--- src/rtl/volume_ctrl.sv ---
// Front-panel volume controller: up/down/mute buttons drive a saturating level
// with hold-to-repeat, mute with level restore, binary and BCD outputs.
module volume_ctrl #(
  parameter int VOL_MAX       = 10,
  parameter int VOL_INIT      = 5,
  parameter int STEP          = 1,
  parameter int HOLD_CYCLES   = 8,
  parameter int REPEAT_CYCLES = 4,
  localparam int VOL_W        = $clog2(VOL_MAX + 1)
) (
  input  logic             clk,
  input  logic             reset,
  input  logic             up,
  input  logic             down,
  input  logic             mute,
  output logic [VOL_W-1:0] volume,
  output logic [3:0]       vol_tens,
  output logic [3:0]       vol_ones,
  output logic             muted,
  output logic             changed
);

  typedef enum logic [1:0] {IDLE, UP_HELD, DOWN_HELD, MUTE_HELD} state_t;

  localparam int CNT_MAX = (HOLD_CYCLES > REPEAT_CYCLES) ? HOLD_CYCLES : REPEAT_CYCLES;
  localparam int CNT_W   = $clog2(CNT_MAX);
  localparam logic [CNT_W-1:0] HOLD_LAST = CNT_W'(HOLD_CYCLES - 1);
  localparam logic [CNT_W-1:0] REP_LAST  = CNT_W'(REPEAT_CYCLES - 1);
  localparam logic [VOL_W:0]   MAX_X     = (VOL_W + 1)'(VOL_MAX);
  localparam logic [VOL_W:0]   STEP_X    = (VOL_W + 1)'(STEP);
  localparam logic [VOL_W-1:0] INIT_V    = VOL_W'(VOL_INIT);

  state_t             state_q, state_d;
  logic [CNT_W-1:0]   cnt_q, cnt_d;
  logic               rep_q, rep_d;
  logic [VOL_W-1:0]   level_q, level_d;
  logic               muted_q, muted_d;
  logic               changed_q, changed_d;

  logic               btn;
  logic               fire;
  logic               act_up;
  logic               act_down;
  logic               toggle;
  logic [VOL_W:0]     sum_x;
  logic [VOL_W-1:0]   vol_d;

  always_ff @(posedge clk or posedge reset) begin
    if (reset) begin
      state_q   <= IDLE;
      cnt_q     <= '0;
      rep_q     <= 1'b0;
      level_q   <= INIT_V;
      muted_q   <= 1'b0;
      changed_q <= 1'b0;
    end else begin
      state_q   <= state_d;
      cnt_q     <= cnt_d;
      rep_q     <= rep_d;
      level_q   <= level_d;
      muted_q   <= muted_d;
      changed_q <= changed_d;
    end
  end

  always_comb begin
    state_d   = state_q;
    cnt_d     = cnt_q;
    rep_d     = rep_q;
    level_d   = level_q;
    muted_d   = muted_q;
    btn       = 1'b0;
    fire      = 1'b0;
    act_up    = 1'b0;
    act_down  = 1'b0;
    toggle    = 1'b0;
    sum_x     = {1'b0, level_q} + STEP_X;

    case (state_q)
      IDLE: begin
        cnt_d = '0;
        rep_d = 1'b0;
        if (up)        state_d = UP_HELD;
        else if (down) state_d = DOWN_HELD;
        else if (mute) state_d = MUTE_HELD;
      end
      UP_HELD, DOWN_HELD: begin
        btn = (state_q == UP_HELD) ? up : down;
        if (btn) begin
          if (!rep_q && cnt_q == HOLD_LAST) begin
            fire  = 1'b1;
            cnt_d = '0;
            rep_d = 1'b1;
          end else if (rep_q && cnt_q == REP_LAST) begin
            fire  = 1'b1;
            cnt_d = '0;
          end else begin
            cnt_d = cnt_q + 1'b1;
          end
        end else begin
          // A release only steps if auto-repeat never fired during the hold.
          fire    = !rep_q;
          state_d = IDLE;
        end
        act_up   = fire && (state_q == UP_HELD);
        act_down = fire && (state_q == DOWN_HELD);
      end
      MUTE_HELD: begin
        if (!mute) begin
          toggle  = 1'b1;
          state_d = IDLE;
        end
      end
      default: state_d = IDLE;
    endcase

    // Any step while muted only unmutes, so the saved level comes back intact.
    if (act_up || act_down) begin
      if (muted_q) begin
        muted_d = 1'b0;
      end else if (act_up) begin
        level_d = (sum_x > MAX_X) ? MAX_X[VOL_W-1:0] : sum_x[VOL_W-1:0];
      end else begin
        level_d = ({1'b0, level_q} >= STEP_X) ? (level_q - STEP_X[VOL_W-1:0]) : '0;
      end
    end
    if (toggle) muted_d = !muted_q;

    vol_d     = muted_d ? '0 : level_d;
    changed_d = (vol_d != volume) || (muted_d != muted_q);
  end

  assign volume   = muted_q ? '0 : level_q;
  assign vol_tens = 4'(8'(volume) / 8'd10);
  assign vol_ones = 4'(8'(volume) % 8'd10);
  assign muted    = muted_q;
  assign changed  = changed_q;

endmodule

--- config.mk ---
export PLATFORM = sky130hd
export DESIGN_NAME = volume_ctrl
export DESIGN_NICKNAME = d
export VERILOG_FILES = /design/src/rtl/volume_ctrl.sv
export SDC_FILE = /design/constraint.sdc
export NUM_CORES = 1
export LEC_CHECK = 0
export ABC_AREA = 1
export ABC_CLOCK_PERIOD_IN_PS = 1700
export CAP_MARGIN = 0
export CORE_ASPECT_RATIO = 1.75
export CORE_UTILIZATION = 48
export DETAILED_ROUTE_END_ITERATION = 7
export PLACE_DENSITY = 0.76
export SLEW_MARGIN = 40
export SYNTH_ARGS = -nofsm -noshare
export SYNTH_HDL_FRONTEND = slang
export SYNTH_SLANG_ARGS = --single-unit
--- constraint.sdc ---
create_clock -name clk -period 1.7 [get_ports clk]
set_input_delay 0.255 -clock clk [delete_from_list [all_inputs] [get_ports clk]]
set_output_delay 0.255 -clock clk [all_outputs]
set_load 0.03 [all_outputs]
==> tab_implementation.tex <==
\begin{tabular}{lr}
\hline
Metric & Value \\
\hline
\multicolumn{2}{l}{\textbf{Run status}} \\
Run status & finished with violations \\
Failing checks & negative setup slack \\
\multicolumn{2}{l}{\textbf{Clocking}} \\
Root buffer selected by CTS & clkbuf\_8 \\
Clock-pin slew of the registers on the worst-case setup and hold paths & 0.05 ns \\
Latest clock arrival within the worst-skew pair & 0.25 ns \\
Clock tree from TritonCTS & yes \\
Sink Count & 12 \\
Inserted Clock Buffers & 3 \\
Clock buffer depth & 2 \\
Hold buffer count at CTS & 0 \\
H-Tree Level Count & 1 \\
\multicolumn{2}{l}{\textbf{Setup path}} \\
Largest fanout on the critical path & 5 \\
Library cell appearing most often on the critical path & nand2\_1 \\
Data arrival at the endpoint of the critical path & 2.05 ns \\
Capturing element type of the critical path & flip-flop \\
WP data required & 1.84 ns \\
Peak per-stage delay on the critical path & a little under 0.4 ns \\
Crit-path slowest cell & dfrtp\_1 \\
Type of the setup path with the least slack & flip-flop to flip-flop \\
Startpoint class of the critical path & flip-flop \\
Critical path, cell by cell & inv\_2 -> ha\_4 -> nand2\_2 -> nand2\_4 -> nand3\_4 -> nand3\_4 -> inv\_2 -> nand2\_1 -> nand3\_2 -> nand2\_2 -> nand2\_1 -> nand2\_1 -> nand2\_1 -> nor2\_1 -> nand2\_1 \\
\multicolumn{2}{l}{\textbf{GRT}} \\
First-pass GRT wire length & between 5000 and 6000 um \\
Total global routing overflow & 0 \\
Pin count of the biggest net entering global routing & 13 \\
Number of global-route vias before repair & about 1,500 \\
Number of antenna violations at the first check in global routing & 0 \\
GRT Overall Usage & 0.3278 \\
\multicolumn{2}{l}{\textbf{Drt}} \\
ANT nets after route & 0 \\
DRC violations left & 0 \\
Vias/cell & 5.498 \\
Per-cell routed wire length & about 16 um \\
Total Routed Length & 4054 um \\
DR vias & 1,402 \\
First-pass detailed-route iteration total & 4 \\
Drt first-iter violations & 35 \\
\multicolumn{2}{l}{\textbf{Finish}} \\
Number of antenna repair diodes & 0 \\
Final net count & 247 \\
Filler cell count & 142 \\
Area delta synth->final & 61.43\% \\
Post-route design area & 0.001943 mm2 \\
Fraction of layout cells with a size suffix above 1 & 0.4783 \\
\multicolumn{2}{l}{\textbf{Synth}} \\
Synth unique cells & 28 \\
Average size of a mapped cell & 6.878 um2 \\
Synth warnings & 0 \\
Post-Synthesis Cells & between 150 and 200 \\
Sequential element share of the synthesized area & 0.2516 \\
Largest cells by area after synthesis & dfrtp\_1 21\%, nand2\_1 14\%, ha\_1 11\% \\
Mapped cell area & between 0.001 and 0.0015 mm2 \\
Fraction of synthesized cell area taken by the top area cell type & 0.2079 \\
Flops \& latches, synth & 12 \\
Library cell occupying the most area in the post-synthesis netlist & dfrtp\_1 \\
\multicolumn{2}{l}{\textbf{Min path}} \\
Kind of path behind the tightest hold check & primary input to async pin \\
\multicolumn{2}{l}{\textbf{Timing}} \\
Final Hold Viols & 0 \\
Unrepaired setup endpoints after global routing & true \\
Setup slack of the critical path after layout & -0.2086 ns \\
Final period demand of the worst path & roughly 1.9 ns \\
FMAX & 523.9 MHz \\
Setup TNS after final layout & -0.4023 ns \\
Final setup vio count & 6 \\
Final Cycle Share & 1.123 \\
Setup clock skew after layout & 0.002609 ns \\
Pins Over Slew Limit & 0 \\
\multicolumn{2}{l}{\textbf{Place}} \\
Placement-stage cell area & 0.001585 mm2 \\
Post-DP HPWL & around 2600 um \\
Port Buffer Count & 15 \\
Worst-case setup slack after placement & -0.2344 ns \\
Routability cong. & 0.8816 \\
\multicolumn{2}{l}{\textbf{Power and ir drop}} \\
Max rail drop VDD & 1.205 mV \\
Static leakage & 0.9720 nW \\
Total power per unit cell area & between 2000 and 2500 mW/mm2 \\
\multicolumn{2}{l}{\textbf{Flow run}} \\
Number of max-capacitance violations reported & 0 \\
\multicolumn{2}{l}{\textbf{Floorplanning}} \\
Number of cell rows & 23 \\
Area of the die & 0.002720 mm2 \\
Overall die width & $\sim$40 um \\
Initial core utilization & 0.5164 \\
Top-level I/O count & 19 \\
Die height & approximately 70 um \\
Core ar. & around 0.0023 mm2 \\
\hline
\end{tabular}
## report_power, final
group	total (mW)	switching [mW]	internal, mW
Clock	0.324	0.118	0.206
Combinational	3.49	1.95	1.55
Sequential	0.546	0.130	0.415
## layout make-up
type | instances | area (um2) | area share
well taps | 25 | 31.28 | 0.01610
inverters | 30 | 117.6 | 0.06053
repair buffers | 53 | 456.7 | 0.2350
clock buffers | 4 | 55.05 | 0.02833
flip-flops and latches | 12 | 304.0 | 0.1565
multi-input cells | 131 | 978.4 | 0.5035
## what timing repair did
action	in CTS	in global routing
buffers inserted	13	2
pin swaps	12	10
resized for setup	33	24
endpoints found under the setup margin	12	10
## per-stage QoR
stage / hold WS, ns / cells / power [mW] / utilization
after global placement: 0.5162 / 237 / 3.157 / 0.6801
after floorplan: 0.1182 / 177 / 2.305 / -
final: 0.3385 / 255 / 4.364 / 0.8336
after CTS: 0.3390 / 253 / 4.025 / 0.7955
after detailed placement: 0.5343 / 237 / 3.259 / 0.6801
after global routing: 0.3831 / 255 / 4.664 / 0.8336
## critical path, delay by kind of cell, from the launching register on
family        cells  cell delay, ns
fa+ha+maj         1            0.17
buf+inv           2            0.18
simple gates     12            1.03
flops             1            0.39
## cells in the final DEF (no fill, tap or decap), types with 3 or more instances in the layout
master,count
buf_4,35
clkbuf_8,4
nand3_4,6
ha_1,6
buf_6,9
nor2_4,7
nand3_2,5
nor2_2,5
inv_1,16
o21ai_0,6
dfrtp_1,9
clkdlybuf4s50_1,5
ha_4,4
nand2_2,7
a21oi_1,3
inv_2,12
nor2_1,10
nand2_4,3
nand2_1,38
nand3_1,12
conb_1,3
## metal layers
metal / global-route usage / up-vias / part of all wire
li1: - / 663 / -
met3: 0.02273 / 27 / 0.018
met1: 0.2510 / 664 / 0.31
met4: 0.2888 / 0 / 0.071
met2: 0.6434 / 48 / 0.60
met5: 0 / - / 0
## final timing paths
path / from / endpoint / slack [ns] / depth (start not counted)
min: reset / rep_q / 0.34 / 2
max reg2reg: state_q[1] / changed / -0.21 / 15
min in group clk: cnt_q[1] / cnt_q[1] / 0.55 / 1
max in group asynchronous: reset / muted / 1.01 / 2
max: state_q[1] / changed / -0.21 / 15
min reg2reg: cnt_q[1] / cnt_q[1] / 0.55 / 1
## registers in the layout, summed over array words and instances (netlist names)
register / count
state_q: 2
changed: 1
muted: 1
cnt_q: 3
rep_q: 1
level_q: 4
## Yosys cell counts, drive strengths merged
cell    instances
o31ai           1
dfrtp          10
dfstp           2
nor2           22
a32o            1
or2             1
ha             11
mux2i           1
a21boi          1
o211ai          1
nand3          23
nand2          48
buf             4
conb            1
and2            1
nand4           3
o21ai           9
o32ai           1
a21oi           4
inv            30
## cell families (layout without fill, tap and decap cells)
| logic type | Yosys count | in the layout | synth area share |
|---|---|---|---|
| AO/OA/AOI/OAI | 18 | 18 | 0.09772 |
| adder cells (fa/ha/maj) | 11 | 11 | 0.1143 |
| buffers and inverters | 34 | 87 | 0.1185 |
| flip-flops | 12 | 12 | 0.2516 |
| multiplexers | 1 | 1 | 0.008316 |
| other | 1 | 3 | 0.003116 |
| AND/OR/NAND/NOR | 98 | 98 | 0.4065 |
Power figures use the tool's default switching activity.
==> RTL edit 1 (config.mk and constraints unchanged) <==
Add an input register stage for `up`, `down` and `mute`, cleared by the reset; this delays them by one clock.
--- a/src/rtl/volume_ctrl.sv
+++ b/src/rtl/volume_ctrl.sv
@@ -31,2 +31,18 @@
   localparam logic [VOL_W-1:0] INIT_V    = VOL_W'(VOL_INIT);
+
+  logic up_q;
+  logic down_q;
+  logic mute_q;
+
+  always_ff @(posedge clk or posedge reset) begin
+    if (reset) begin
+      up_q   <= '0;
+      down_q <= '0;
+      mute_q <= '0;
+    end else begin
+      up_q   <= up;
+      down_q <= down;
+      mute_q <= mute;
+    end
+  end
 
@@ -82,8 +98,8 @@
         rep_d = 1'b0;
-        if (up)        state_d = UP_HELD;
-        else if (down) state_d = DOWN_HELD;
-        else if (mute) state_d = MUTE_HELD;
+        if (up_q)        state_d = UP_HELD;
+        else if (down_q) state_d = DOWN_HELD;
+        else if (mute_q) state_d = MUTE_HELD;
       end
       UP_HELD, DOWN_HELD: begin
-        btn = (state_q == UP_HELD) ? up : down;
+        btn = (state_q == UP_HELD) ? up_q : down_q;
         if (btn) begin
@@ -108,3 +124,3 @@
       MUTE_HELD: begin
-        if (!mute) begin
+        if (!mute_q) begin
           toggle  = 1'b1;
Behaviour: not the same (a bounded check fails within 4 cycles, from zero or initial values and one cycle with reset high).
==> RTL edit 1 against the original RTL <==
- the run still ends with negative setup slack left
- total power is 5.3% higher
- wire length decreased by 8.2%
- worst setup slack gained 0.040 ns
- synthesized area is 6.1% higher
- final area up 2.7%
- global-route usage is 5.7 points lower
- clock skew barely moved
- sequential cell count up 3
- clock power shrank 12%
- largest cell class unchanged
- largest power group unchanged
==> RTL edit 1: results (changes against the original RTL) <==
DP Wirelength: 2581 µm (-2.5%)
Crit path arrival time: 2.01 ns (-0.04 ns)
gp weighted congestion: 0.7999 (-9.3%)
Total Neg Setup Slack: -0.5841 ns (-0.1817 ns)
Vias/cell: 5.211 (-5.2%)
Commonest cells post-synth: nand2_1, inv_1, nor2_1
Worst Setup Slack post-DPL: -0.2288 ns (+0.005629 ns)
outcome: finished with violations
Cell variety after synth: 29 (+3.6%)
Final Non-Filler Cells: 261 (+2.4%)
Avg Cell Area, Syn: 7.177 µm² (+4.3%)
clock tree buffer depth: 2 (unchanged)
global-route wire length before repair: 5464 µm (-8.7%)
drt first pass iters: 4 (unchanged)
IO buf count: 15 (unchanged)
sequential area share after synthesis: 0.2958 (+0.04423)
Register-to-Register Path Depth: 13 (-2)
overall routing resource usage: 0.2713 (-0.05652)
cts bufs inserted: 3 (unchanged)
H-tree levels: 1 (unchanged)
vias in the first global route: 1373 (-5.6%)
largest net degree at the start of global routing: 16 (+3)
slew of the pin with the lowest slew margin: 0.5824 ns
Regs by FF count: level_q (4), cnt_q (3), state_q (2)
share of layout cells above drive strength 1: 0.4681 (-0.01018)
Post-DP Area: 1655 µm² (+4.4%)
nets@finish: 252 (+2.0%)
Leakage: 0.9969 nW (+2.6%)
final setup vio count: 7 (+1)
Skew-Pair Late Insertion Delay: 0.25 ns (about the same)
placed cells: 240 (+1.3%)
initial antenna violation count: 0 (unchanged)
asr flop ratio synth: 1.000 (unchanged)
Crit path largest cell delay: 0.40 ns
initial drt markers: 34 (-2.9%)
slowest stage cell, crit path: dfrtp_1
reg2reg end: changed
VDD IR max: 1.609 mV (+33%)
ant diodes: 0 (unchanged)
hold slack: 0.3634 ns (+0.02480 ns)
Clock Skew: 0.002124 ns (-0.0004844 ns)
Final Worst Setup Slack: -0.1690 ns (+0.03962 ns)
Synth area leader: dfrtp_1
failing checks: negative setup slack
# fillers: 163 (+15%)
Worst Path Max Fanout: 6 (+1)
WL final: 3722 µm (-8.2%)
worst min path class: primary input to asynchronous set/reset pin
Clock Pin Slew Worst Setup and Hold Paths: 0.06 ns
FF-to-FF Start: state_q[1]
Synth area leaders: dfrtp_1, nand2_1, ha_1, inv_1, nand3_1
delay-heaviest family, CP: simple AND/OR/NAND/NOR gates
[RTL edit 1: where the power goes]
part / switching, mW / internal [mW]
registers: 0.149 / 0.504
logic: 1.96 / 1.70
clock network: 0.120 / 0.166
total: 2.23 / 2.37
[RTL edit 1: final cells by class]
cell class              instances  area (µm²)  area share
flip-flops and latches         15       380.4      0.1906
well taps                      26       32.53     0.01630
clock buffers                   4       45.04     0.02257
multi-input cells             129       944.7      0.4734
repair buffers                 55       470.5      0.2357
inverters                      32       122.6     0.06144
[RTL edit 1: worst max path at each step]
| stage | slack (ns) | start | end |
|---|---|---|---|
| 4_1_cts | -0.15 | state_q[0] | changed |
| 5_1_grt | -0.30 | state_q[0] | changed |
| 2_1_floorplan | -0.08 | muted | vol_ones[2] |
| 3_5_place_dp | -0.23 | state_q[0] | changed |
| 3_3_place_gp | -0.16 | state_q[0] | changed |
| 6_report | -0.17 | state_q[1] | changed |
[RTL edit 1: what timing repair did]
action,in CTS,in global routing
resized for setup,30,26
setup endpoints to repair,11,13
pin swaps,5,14
setup buffers,11,7
[RTL edit 1: kinds of logic after synthesis]
| family | count (synthesis) | share of synthesized area |
|---|---|---|
| and+or+nand+nor | 97 | 0.3781 |
| adders and majority gates | 11 | 0.1077 |
| other | 1 | 0.002935 |
| xor gates and xnor gates | 1 | 0.006857 |
| AOI/OAI and AO/OA | 16 | 0.08326 |
| muxes | 1 | 0.007836 |
| DFF | 15 | 0.2958 |
| buffers and inverters | 36 | 0.1175 |
[RTL edit 1: metal layers]
layer	GRT usage	vias up	share of wire
met3	0.01905	8	0.014
li1	-	671	-
met4	0.07778	0	0.027
met5	0	-	0
met1	0.2375	657	0.34
met2	0.5469	24	0.62
==> RTL edit 2 (same flow settings) <==
Made on the original files. `HOLD_CYCLES`: 8 -> 16.
--- a/src/rtl/volume_ctrl.sv
+++ b/src/rtl/volume_ctrl.sv
@@ -6,3 +6,3 @@
   parameter int STEP          = 1,
-  parameter int HOLD_CYCLES   = 8,
+  parameter int HOLD_CYCLES   = 16,
   parameter int REPEAT_CYCLES = 4,
Behaviour: not the same (Yosys sat finds a counterexample within 10 cycles, from zero or initial values and one cycle with reset high).
==> RTL edit 2 against the original RTL <==
- wire length is 3.7% lower
- synthesized cell count increased by 6.9%
- worst setup slack worse by 0.023 ns
- the flow still finishes with violations (negative setup slack)
- total power fell by 6.5%
- maximum frequency decreased by 1.2%
- clock skew rose by 0.0032 ns
- sequential power up 3%
- final area is 2.1% higher
- synthesized area increased by 4.9%
- sequential cell count is 1 higher
==> RTL edit 2: results (changes against the original RTL) <==
sequential area share after synthesis: 0.2597 (+0.008104)
share of layout cells above drive strength 1: 0.4355 (-0.04278)
global-route wire length before repair: 5733 µm (-4.2%)
Skew-Pair Late Insertion Delay: 0.25 ns (about the same)
DP Wirelength: 2755 µm (+4.0%)
largest net degree at the start of global routing: 14 (+1)
failing checks: negative setup slack
WL final: 3906 µm (-3.7%)
slowest stage cell, crit path: dfstp_2
overall routing resource usage: 0.2860 (-0.04181)
Leakage: 1.042 nW (+7.2%)
placed cells: 256 (+8.0%)
DR WL/cell: 14.26 µm (-10%)
Register-to-Register Path Depth: 14 (-1)
IO buf count: 15 (unchanged)
outcome: finished with violations
Cell variety after synth: 29 (+3.6%)
gp weighted congestion: 0.8459 (-4.0%)
Synth area leaders: dfrtp_1, nand2_1, ha_1, inv_1, nor2_1
Yosys Warn Count: 0 (unchanged)
capture point of the critical path: changed
Worst Setup Slack post-DPL: -0.2406 ns (-0.006131 ns)
Clock Pin Slew Worst Setup and Hold Paths: 0.06 ns
Worst slew margin: 0.6520
Gate Count Post-Synth: 187 (+6.9%)
Commonest cells post-synth: nand2_1, inv_1, nor2_1
cts bufs inserted: 3 (unchanged)
Clock Skew: 0.005846 ns (+0.003237 ns)
DR vias: 1389 (-0.93%)
Regs by FF count: cnt_q (4), level_q (4), state_q (2)
ant diodes: 0 (unchanged)
Total Neg Setup Slack: -0.7595 ns (-0.3571 ns)
drt first pass iters: 4 (unchanged)
initial antenna violation count: 0 (unchanged)
clock tree buffer depth: 2 (unchanged)
Crit path arrival time: 2.06 ns
CP Launch Point: level_q[0]
Final Worst Setup Slack: -0.2321 ns (-0.02348 ns)
FF-to-FF Start: level_q[0]
nets@finish: 265 (+7.3%)
final setup vio count: 7 (+1)
vias in the first global route: 1455 (+0.069%)
Core Region: 2492 µm² (+6.9%)
H-tree levels: 1 (unchanged)
initial drt markers: 33 (-5.7%)
worst min path class: primary input to asynchronous set/reset pin
Worst Path Max Fanout: 4 (-1)
prevailing post-synth register cell: dfrtp_1
# fillers: 170 (+20%)
Crit path largest cell delay: 0.57 ns (+0.18 ns)
delay-heaviest family, CP: simple AND/OR/NAND/NOR gates
asr flop ratio synth: 1.000 (unchanged)
VDD IR max: 1.082 mV (-10%)
CTS Root Buffer Type: clkbuf_8
[RTL edit 2: cell types whose count changed after synthesis, moves of 2 or more]
cell / before / now
inv_1: 27 / 35
nand3_2: 4 / 1
a21oi_1: 3 / 1
inv_2: 3 / 5
nand2_2: 2 / 4
nand3b_1: 0 / 2
nor2_1: 21 / 23
o21ai_0: 8 / 6
xor2_1: 0 / 2
[RTL edit 2: worst register-to-register path: stages, from the launching register on]
cell and delay [ns]:
dfstp_2 0.57, inv_2 0.06, ha_4 0.27, inv_2 0.03, nor2_1 0.07, nand3b_1 0.13, nand2_2 0.09, nand2_1 0.07
nand2_1 0.06, nand3_2 0.10, nand3_2 0.07, nand2_2 0.08, nand2_2 0.05, nor2_2 0.08, nand3_1 0.07
[RTL edit 2: how the worst min path moves through the flow]
stage,startpoint,to,slack (ns)
3_5_place_dp,cnt_q[3],cnt_q[3],0.55
2_1_floorplan,reset,changed,0.13
3_3_place_gp,cnt_q[3],cnt_q[3],0.54
5_1_grt,reset,changed,0.40
6_report,reset,rep_q,0.34
4_1_cts,reset,level_q[3],0.35
[RTL edit 2: what timing repair did]
action                                 in CTS  in global routing
cloned                                      0                  0
resized for setup                          14                 24
endpoints found under the hold margin       0                  0
setup buffers                               8                  6
setup endpoints to repair                   9                 15
pin swaps                                   6                 13
[RTL edit 2: final cells by class]
| type | count | area share |
|---|---|---|
| timing repair buffer | 59 | 0.2467 |
| inverter | 40 | 0.07823 |
| multi-input combinational | 132 | 0.4700 |
| tap | 26 | 0.01640 |
| sequential | 13 | 0.1659 |
| clock buffer | 4 | 0.02271 |
[RTL edit 2: per-layer routing]
layer  vias to the layer above  part of all wire  track usage
met5                         -                 0            0
met4                         0             0.041       0.1444
met1                       642              0.33       0.2484
met3                        13             0.019      0.01923
met2                        36              0.61       0.5520
li1                        698                 -            -
[RTL edit 2: cell families (layout without fill, tap and decap cells)]
family	Yosys count	count (layout)	synth area share
AND/OR/NAND/NOR	100	100	0.3816
buffers and inverters	44	103	0.1427
AO/OA/AOI/OAI	15	15	0.08227
flip-flops	13	13	0.2597
adder cells (fa/ha/maj)	11	11	0.1090
XOR/XNOR	2	2	0.01388
other	1	3	0.002970
multiplexers	1	1	0.007929
[RTL edit 2: per-stage QoR]
step                      hold WS (ns)  total power [mW]  area, µm²
after floorplan                 0.1305             2.274       1354
after global placement          0.5436             3.127       1714
after detailed placement        0.5478             3.200       1714
after CTS                       0.3544             3.676       1848
after global routing            0.3973             4.386       1983
final                           0.3402             4.082       1983
[RTL edit 2: power by group]
group | internal, mW | switching [mW] | total [mW]
registers | 0.428 | 0.135 | 0.563
logic | 1.47 | 1.77 | 3.24
clock network | 0.166 | 0.115 | 0.281
